File: src/rtl/line_fill_if.sv
// line_fill_if: request, victim, memory-beat and allocate signals of the line fill unit.
interface line_fill_if #(
    parameter int DATA_WIDTH    = 32,
    parameter int BLOCK_SIZE    = 32,
    parameter int ADDRESS_WIDTH = 32
);
    localparam int WPB = BLOCK_SIZE / (DATA_WIDTH / 8);
    logic                      req_valid;
    logic                      req_ready;
    logic [ADDRESS_WIDTH-1:0]  req_address;
    logic                      victim_dirty;
    logic [ADDRESS_WIDTH-1:0]  victim_address;
    logic [WPB*DATA_WIDTH-1:0] victim_line;
    logic                      mem_req_valid;
    logic                      mem_req_ready;
    logic                      mem_req_write;
    logic [ADDRESS_WIDTH-1:0]  mem_req_address;
    logic [DATA_WIDTH-1:0]     mem_wdata;
    logic                      mem_rvalid;
    logic [DATA_WIDTH-1:0]     mem_rdata;
    logic                      allocate;
    logic [ADDRESS_WIDTH-1:0]  line_address;
    logic [WPB*DATA_WIDTH-1:0] fetched_line;
    logic                      busy;
    modport slave (
        input  req_valid, req_address, victim_dirty, victim_address, victim_line,
               mem_req_ready, mem_rvalid, mem_rdata,
        output req_ready, mem_req_valid, mem_req_write, mem_req_address, mem_wdata,
               allocate, line_address, fetched_line, busy
    );
    modport master (
        output req_valid, req_address, victim_dirty, victim_address, victim_line,
               mem_req_ready, mem_rvalid, mem_rdata,
        input  req_ready, mem_req_valid, mem_req_write, mem_req_address, mem_wdata,
               allocate, line_address, fetched_line, busy
    );
endinterface

File: src/rtl/line_fill_unit.sv
// line_fill_unit: writes back a dirty victim line, fetches the missing line word by word, then allocates it.
module line_fill_unit #(
    parameter int DATA_WIDTH    = 32,
    parameter int BLOCK_SIZE    = 32,
    parameter int ADDRESS_WIDTH = 32
) (
    input logic        clk,
    input logic        reset_n,
    line_fill_if.slave bus
);
    localparam int WPB          = BLOCK_SIZE / (DATA_WIDTH / 8);
    localparam int OFFSET_WIDTH = $clog2(WPB);
    localparam int CW           = OFFSET_WIDTH + 1;
    typedef enum logic [1:0] {IDLE, WRITEBACK, READ, ALLOC} state_t;
    state_t                   state, state_nx;
    logic [CW-1:0]            wcnt, icnt, rcnt;
    logic [ADDRESS_WIDTH-1:0] miss_base, victim_base;
    logic [DATA_WIDTH-1:0]    victim_w [WPB];
    logic [DATA_WIDTH-1:0]    line_w [WPB];
    logic                     accept, issuing, wbeat, rbeat, rcap;
    assign accept  = state == IDLE && bus.req_valid;
    assign issuing = state == READ && icnt < CW'(WPB);
    assign wbeat   = state == WRITEBACK && bus.mem_req_ready;
    assign rbeat   = issuing && bus.mem_req_ready;
    assign rcap    = state == READ && bus.mem_rvalid;
    always_ff @(posedge clk or negedge reset_n) begin
        if (!reset_n) state <= IDLE;
        else state <= state_nx;
    end
    always_ff @(posedge clk or negedge reset_n) begin
        if (!reset_n) begin
            wcnt        <= '0;
            icnt        <= '0;
            rcnt        <= '0;
            miss_base   <= '0;
            victim_base <= '0;
            for (int i = 0; i < WPB; i++) begin
                victim_w[i] <= '0;
                line_w[i]   <= '0;
            end
        end else if (accept) begin
            wcnt        <= '0;
            icnt        <= '0;
            rcnt        <= '0;
            miss_base   <= {bus.req_address[ADDRESS_WIDTH-1:OFFSET_WIDTH], OFFSET_WIDTH'(0)};
            victim_base <= {bus.victim_address[ADDRESS_WIDTH-1:OFFSET_WIDTH], OFFSET_WIDTH'(0)};
            for (int i = 0; i < WPB; i++) victim_w[i] <= bus.victim_line[i*DATA_WIDTH +: DATA_WIDTH];
        end else begin
            if (wbeat) wcnt <= wcnt + CW'(1);
            if (rbeat) icnt <= icnt + CW'(1);
            // Responses are counted separately from issues so they may lag or coincide.
            if (rcap) begin
                line_w[rcnt[OFFSET_WIDTH-1:0]] <= bus.mem_rdata;
                rcnt <= rcnt + CW'(1);
            end
        end
    end
    always_comb begin
        state_nx = state;
        unique case (state)
            IDLE:      if (bus.req_valid) state_nx = bus.victim_dirty ? WRITEBACK : READ;
            WRITEBACK: if (wbeat && wcnt == CW'(WPB - 1)) state_nx = READ;
            READ:      if (rcap && rcnt == CW'(WPB - 1)) state_nx = ALLOC;
            default:   state_nx = IDLE;
        endcase
        bus.req_ready       = state == IDLE;
        bus.busy            = state != IDLE;
        bus.mem_req_valid   = state == WRITEBACK || issuing;
        bus.mem_req_write   = state == WRITEBACK;
        bus.mem_req_address = state == WRITEBACK ? victim_base + ADDRESS_WIDTH'(wcnt) :
                              issuing ? miss_base + ADDRESS_WIDTH'(icnt) : '0;
        bus.mem_wdata       = state == WRITEBACK ? victim_w[wcnt[OFFSET_WIDTH-1:0]] : '0;
        bus.allocate        = state == ALLOC;
        bus.line_address    = miss_base;
        for (int i = 0; i < WPB; i++) bus.fetched_line[i*DATA_WIDTH +: DATA_WIDTH] = line_w[i];
    end
endmodule

File: src/flat_wrapper.sv
// flat-port wrapper written by rule: the top's interface ports become plain ports
module line_fill_unit_flat 
#(
    parameter int DATA_WIDTH    = 32,
    parameter int BLOCK_SIZE    = 32,
    parameter int ADDRESS_WIDTH = 32
)
  (clk, reset_n, bus_req_valid, bus_req_address, bus_victim_dirty, bus_victim_address, bus_victim_line, bus_mem_req_ready, bus_mem_rvalid, bus_mem_rdata, bus_req_ready, bus_mem_req_valid, bus_mem_req_write, bus_mem_req_address, bus_mem_wdata, bus_allocate, bus_line_address, bus_fetched_line, bus_busy);
  line_fill_if #(.DATA_WIDTH(DATA_WIDTH), .BLOCK_SIZE(BLOCK_SIZE), .ADDRESS_WIDTH(ADDRESS_WIDTH)) bus_i ();
  input logic clk;
  input logic reset_n;
  input wire logic [$bits(bus_i.req_valid)-1:0] bus_req_valid;
  input wire logic [$bits(bus_i.req_address)-1:0] bus_req_address;
  input wire logic [$bits(bus_i.victim_dirty)-1:0] bus_victim_dirty;
  input wire logic [$bits(bus_i.victim_address)-1:0] bus_victim_address;
  input wire logic [$bits(bus_i.victim_line)-1:0] bus_victim_line;
  input wire logic [$bits(bus_i.mem_req_ready)-1:0] bus_mem_req_ready;
  input wire logic [$bits(bus_i.mem_rvalid)-1:0] bus_mem_rvalid;
  input wire logic [$bits(bus_i.mem_rdata)-1:0] bus_mem_rdata;
  output wire logic [$bits(bus_i.req_ready)-1:0] bus_req_ready;
  output wire logic [$bits(bus_i.mem_req_valid)-1:0] bus_mem_req_valid;
  output wire logic [$bits(bus_i.mem_req_write)-1:0] bus_mem_req_write;
  output wire logic [$bits(bus_i.mem_req_address)-1:0] bus_mem_req_address;
  output wire logic [$bits(bus_i.mem_wdata)-1:0] bus_mem_wdata;
  output wire logic [$bits(bus_i.allocate)-1:0] bus_allocate;
  output wire logic [$bits(bus_i.line_address)-1:0] bus_line_address;
  output wire logic [$bits(bus_i.fetched_line)-1:0] bus_fetched_line;
  output wire logic [$bits(bus_i.busy)-1:0] bus_busy;
  assign bus_i.req_valid = bus_req_valid;
  assign bus_i.req_address = bus_req_address;
  assign bus_i.victim_dirty = bus_victim_dirty;
  assign bus_i.victim_address = bus_victim_address;
  assign bus_i.victim_line = bus_victim_line;
  assign bus_i.mem_req_ready = bus_mem_req_ready;
  assign bus_i.mem_rvalid = bus_mem_rvalid;
  assign bus_i.mem_rdata = bus_mem_rdata;
  assign bus_req_ready = bus_i.req_ready;
  assign bus_mem_req_valid = bus_i.mem_req_valid;
  assign bus_mem_req_write = bus_i.mem_req_write;
  assign bus_mem_req_address = bus_i.mem_req_address;
  assign bus_mem_wdata = bus_i.mem_wdata;
  assign bus_allocate = bus_i.allocate;
  assign bus_line_address = bus_i.line_address;
  assign bus_fetched_line = bus_i.fetched_line;
  assign bus_busy = bus_i.busy;
  line_fill_unit #(.DATA_WIDTH(DATA_WIDTH), .BLOCK_SIZE(BLOCK_SIZE), .ADDRESS_WIDTH(ADDRESS_WIDTH)) u_core (.clk(clk), .reset_n(reset_n), .bus(bus_i));
endmodule
File: config.mk
export PLATFORM = sky130hd
export DESIGN_NAME = line_fill_unit_flat
export DESIGN_NICKNAME = d
export VERILOG_FILES = /design/src/rtl/line_fill_if.sv /design/src/rtl/line_fill_unit.sv /design/src/flat_wrapper.sv
export SDC_FILE = /design/constraint.sdc
export NUM_CORES = 1
export LEC_CHECK = 0
export CORE_AREA = 2 2 280 282
export DETAILED_ROUTE_END_ITERATION = 12
export DIE_AREA = 0 0 282 284
export PLACE_DENSITY_LB_ADDON = 0.12
export SLEW_MARGIN = 10
export SYNTH_ARGS = -nofsm -noshare
export SYNTH_HDL_FRONTEND = slang
export SYNTH_SLANG_ARGS = --single-unit
export TNS_END_PERCENT = 1
File: constraint.sdc
create_clock -name clk -period 4 [get_ports clk]
set_clock_uncertainty 0.15 [all_clocks]
set_input_delay 0.8 -clock clk [delete_from_list [all_inputs] [get_ports clk]]
set_output_delay 0.8 -clock clk [all_outputs]
set_load 0.05 [all_outputs]
==> run metrics <==
GRT Residual Overflow 0; largest net degree at the start of global routing 198; type of origin of the critical path flip-flop; Switching Fraction 42.3%; share of cells above drive strength 1 17.6%; H-tree depth 3; GPL Wtd Cong 0.891; Critical Path AT between 2 and 3 ns; latest clock arrival within the worst-skew pair 0.60 ns; Starting Density 32.8%; Pre-antenna DRT Iters 5; hold depth 2; post-place setup slack approximately 0.43 ns; Crit Path Class reg2out; setup bufs post-CTS 0; Crit Reg-Reg Startpoint u_core.state[1]; TNS Setup 0 ns; status completed; Relative slew margins 39.1%; GR Util met1 25.2%; remaining antenna violation count 0; # port buffers roughly 710; Nets 3,370; period utilisation layout 98.2%; Crit. Startpoint u_core.bus.line_address[3]; vias in the first global route 20.9k; first-pass GRT wire length 134,000 µm; Layout area overhead 43.4%; CTS root buf clkbuf_16; Cell Count, Final, Fillers Out 4,108; busiest grt layer met2; Final Instance Area 0.0363 mm²; final max-slew violation count 0; Starting DRT DRC Count roughly 1.0k; Yosys reg bits 584; Cells after DPL 3,969; Core ar. 0.0770 mm²; crit-path max FO 5; Via density 4.76; DR vias 19.5k; R2R setup slack about 1.2 ns; Pleak around 0.017 µW; YS warnings 0; Reg2Reg Depth 9; Final Critical Period ~3.9 ns; CTS Sinks 584; FILL cells roughly 7.1k; clk slew on worst S/H paths 0.06 ns; IO Count 715; final hold viol count 0; Total Routing Usage GR 22.5%; Post-Syn Area between 0.02 and 0.03 mm²; met3 Use GR 6.97%; Post-synth EDFFs 0; maxcap violations 0; Worst Setup Slack, final 0.0726 ns; placed cell areas approximately 0.034 mm²; part of the power in registers 33.0%; r2r endpoint u_core.bus.fetched_line[35]; most frequent cells in the layout nand2_1 (961), clkdlybuf4s50_1 (644), dfrtp_1 (581), mux2_2 (245), clkbuf_16 (68); Max Root-Sink Buffers 3; HP Class reg2reg; Worst Path Required 3.05 ns; Hold Startpoint u_core.victim_w[32]; Die Span Y between 200 and 300 µm; final wirelength 90,100 µm; Comb power frac 44.7%; DP Wirelength 67,400 µm; internal cell power about 17,000 µW; Fmax achieved 0.255 GHz; Max VDD drop approximately 470 µV; initial antenna violation count 29; Pwr per Cell Area 813 mW/mm²; Mapped Cells 2,310; Setup violations, final 0; sequential cell area fraction in the yosys report 57.8%; Clk pwr share 22.3%; Setup crit end kind output port; RSZ-0062 raised after global routing yes; Psw 12,500 µW; commonest non-fill, non-tap cell in the layout nand2_1; CTS Buf Count 68; met2 Use GR between 30% and 40%; chip width 282 µm; measured slew at the worst slew-check pin 0.914 ns; Netlist cell types 43; Synth Area per Inst 10.9 µm²; Hold EP u_core.victim_w[32]; DR WL/cell 21.9 µm; Most used DFF post-synth dfrtp_1; DIE AREA 0.0801 mm²; Post-route DRC 0; ys async rst share 100%; TritonCTS clock tree yes; FP Rows 102
==> worst max-delay path, stage by stage, from the launching register on <==
cell and delay, ns:
dfrtp_1 0.41, ha_1 0.23, ha_1 0.24, nand4_1 0.26, nor4_2 0.23, buf_4 0.18, nand4_1 0.21, xor2_1 0.21
o21ai_1 0.23, buf_12 0.19
==> sequential cells by signal (all words and copies together) (netlist names) <==
register / count
u_core.state: 2
u_core.bus.line_address: 29
u_core.victim_base: 29
u_core.icnt: 4
u_core.rcnt: 4
u_core.victim_w: 256
u_core.bus.fetched_line: 256
u_core.wcnt: 4
==> metrics by stage <==
stage / total power (µW) / util [%] / hold WS [ns]
after floorplan: 17700 / - / 0.290
after global placement: 23000 / 43.9 / 0.304
after detailed placement: 23200 / 43.9 / 0.307
after CTS: 29900 / 47.0 / 0.321
after global routing: 31100 / 47.1 / 0.332
final: 29500 / 47.1 / 0.317
==> worst max-delay path by stage <==
stage | to | slack [ns] | cells after the start
after detailed placement | bus_mem_req_address[11] | 0.43 | 7
after CTS | bus_mem_req_address[31] | 0.02 | 9
final | bus_mem_req_address[31] | 0.07 | 9
after global routing | bus_mem_req_address[31] | -0.09 | 9
after floorplan | bus_mem_req_address[21] | 0.21 | 7
after global placement | bus_mem_req_address[11] | 0.52 | 7
==> layout make-up <==
cell class	count	area [µm²]	area share (%)
antenna	17	42.5	0.117
clock buffer	92	1880	5.19
clock inverter	29	503	1.39
inverter	10	37.5	0.104
multi-input combinational	1586	10100	27.9
sequential	584	14600	40.3
tap	1040	1300	3.59
timing repair buffer	750	7750	21.4
==> metal layers <==
| layer | vias up | part of all wire, % | wire (µm) |
|---|---|---|---|
| met4 | 28 | 3.3 | 2970 |
| met3 | 159 | 8.0 | 7160 |
| met2 | 628 | 51 | 45900 |
| li1 | 9020 | - | - |
| met5 | - | 0.21 | 187 |
| met1 | 9704 | 38 | 33900 |
==> synthesized netlist by cell type (7+ instances only) <==
| cell | instances | area, µm² |
|---|---|---|
| and4_1 | 7 | 61.3 |
| buf_2 | 22 | 110 |
| clkbuf_1 | 91 | 342 |
| dfrtp_1 | 584 | 14600 |
| ha_1 | 12 | 150 |
| inv_1 | 8 | 30.0 |
| mux2_1 | 12 | 135 |
| mux2_2 | 245 | 2760 |
| mux2i_1 | 32 | 320 |
| mux4_2 | 64 | 1440 |
| nand2_1 | 964 | 3620 |
| nand3_1 | 32 | 160 |
| nand4_1 | 16 | 100 |
| nor2_1 | 53 | 199 |
| nor3_1 | 8 | 40.0 |
| nor4_1 | 7 | 43.8 |
| o21ai_0 | 10 | 50.1 |
| o22ai_1 | 26 | 163 |
| xnor2_1 | 27 | 236 |
| xor2_1 | 32 | 280 |
==> power by group through the flow <==
stage | Combinational, µW | Clock [µW] | Sequential (µW)
finish | 13200 | 6570 | 9740
global route | 14000 | 7010 | 10000
CTS | 13400 | 6770 | 9730
detailed placement | 13400 | 0 | 9820
global placement | 13300 | 0 | 9690
floorplan | 5610 | 0 | 12000
==> logic make-up after synthesis <==
family | count (synthesis) | synth area share (%)
buffers and inverters | 142 | 2.49
xor gates and xnor gates | 59 | 2.04
AOI/OAI and AO/OA | 49 | 1.20
other | 1 | 0.0148
muxes | 353 | 18.4
and+or+nand+nor | 1110 | 17.4
adders and majority gates | 12 | 0.594
DFF | 584 | 57.8
==> timing repair <==
action,4_1_cts,5_1_grt
pin swaps,1,0
gates resized for setup,9,10
endpoints found under the setup margin,33,13
hold endpoints to repair,21,0
hold buffers,1,0
Note: power is estimated with default switching activity, not from simulation.
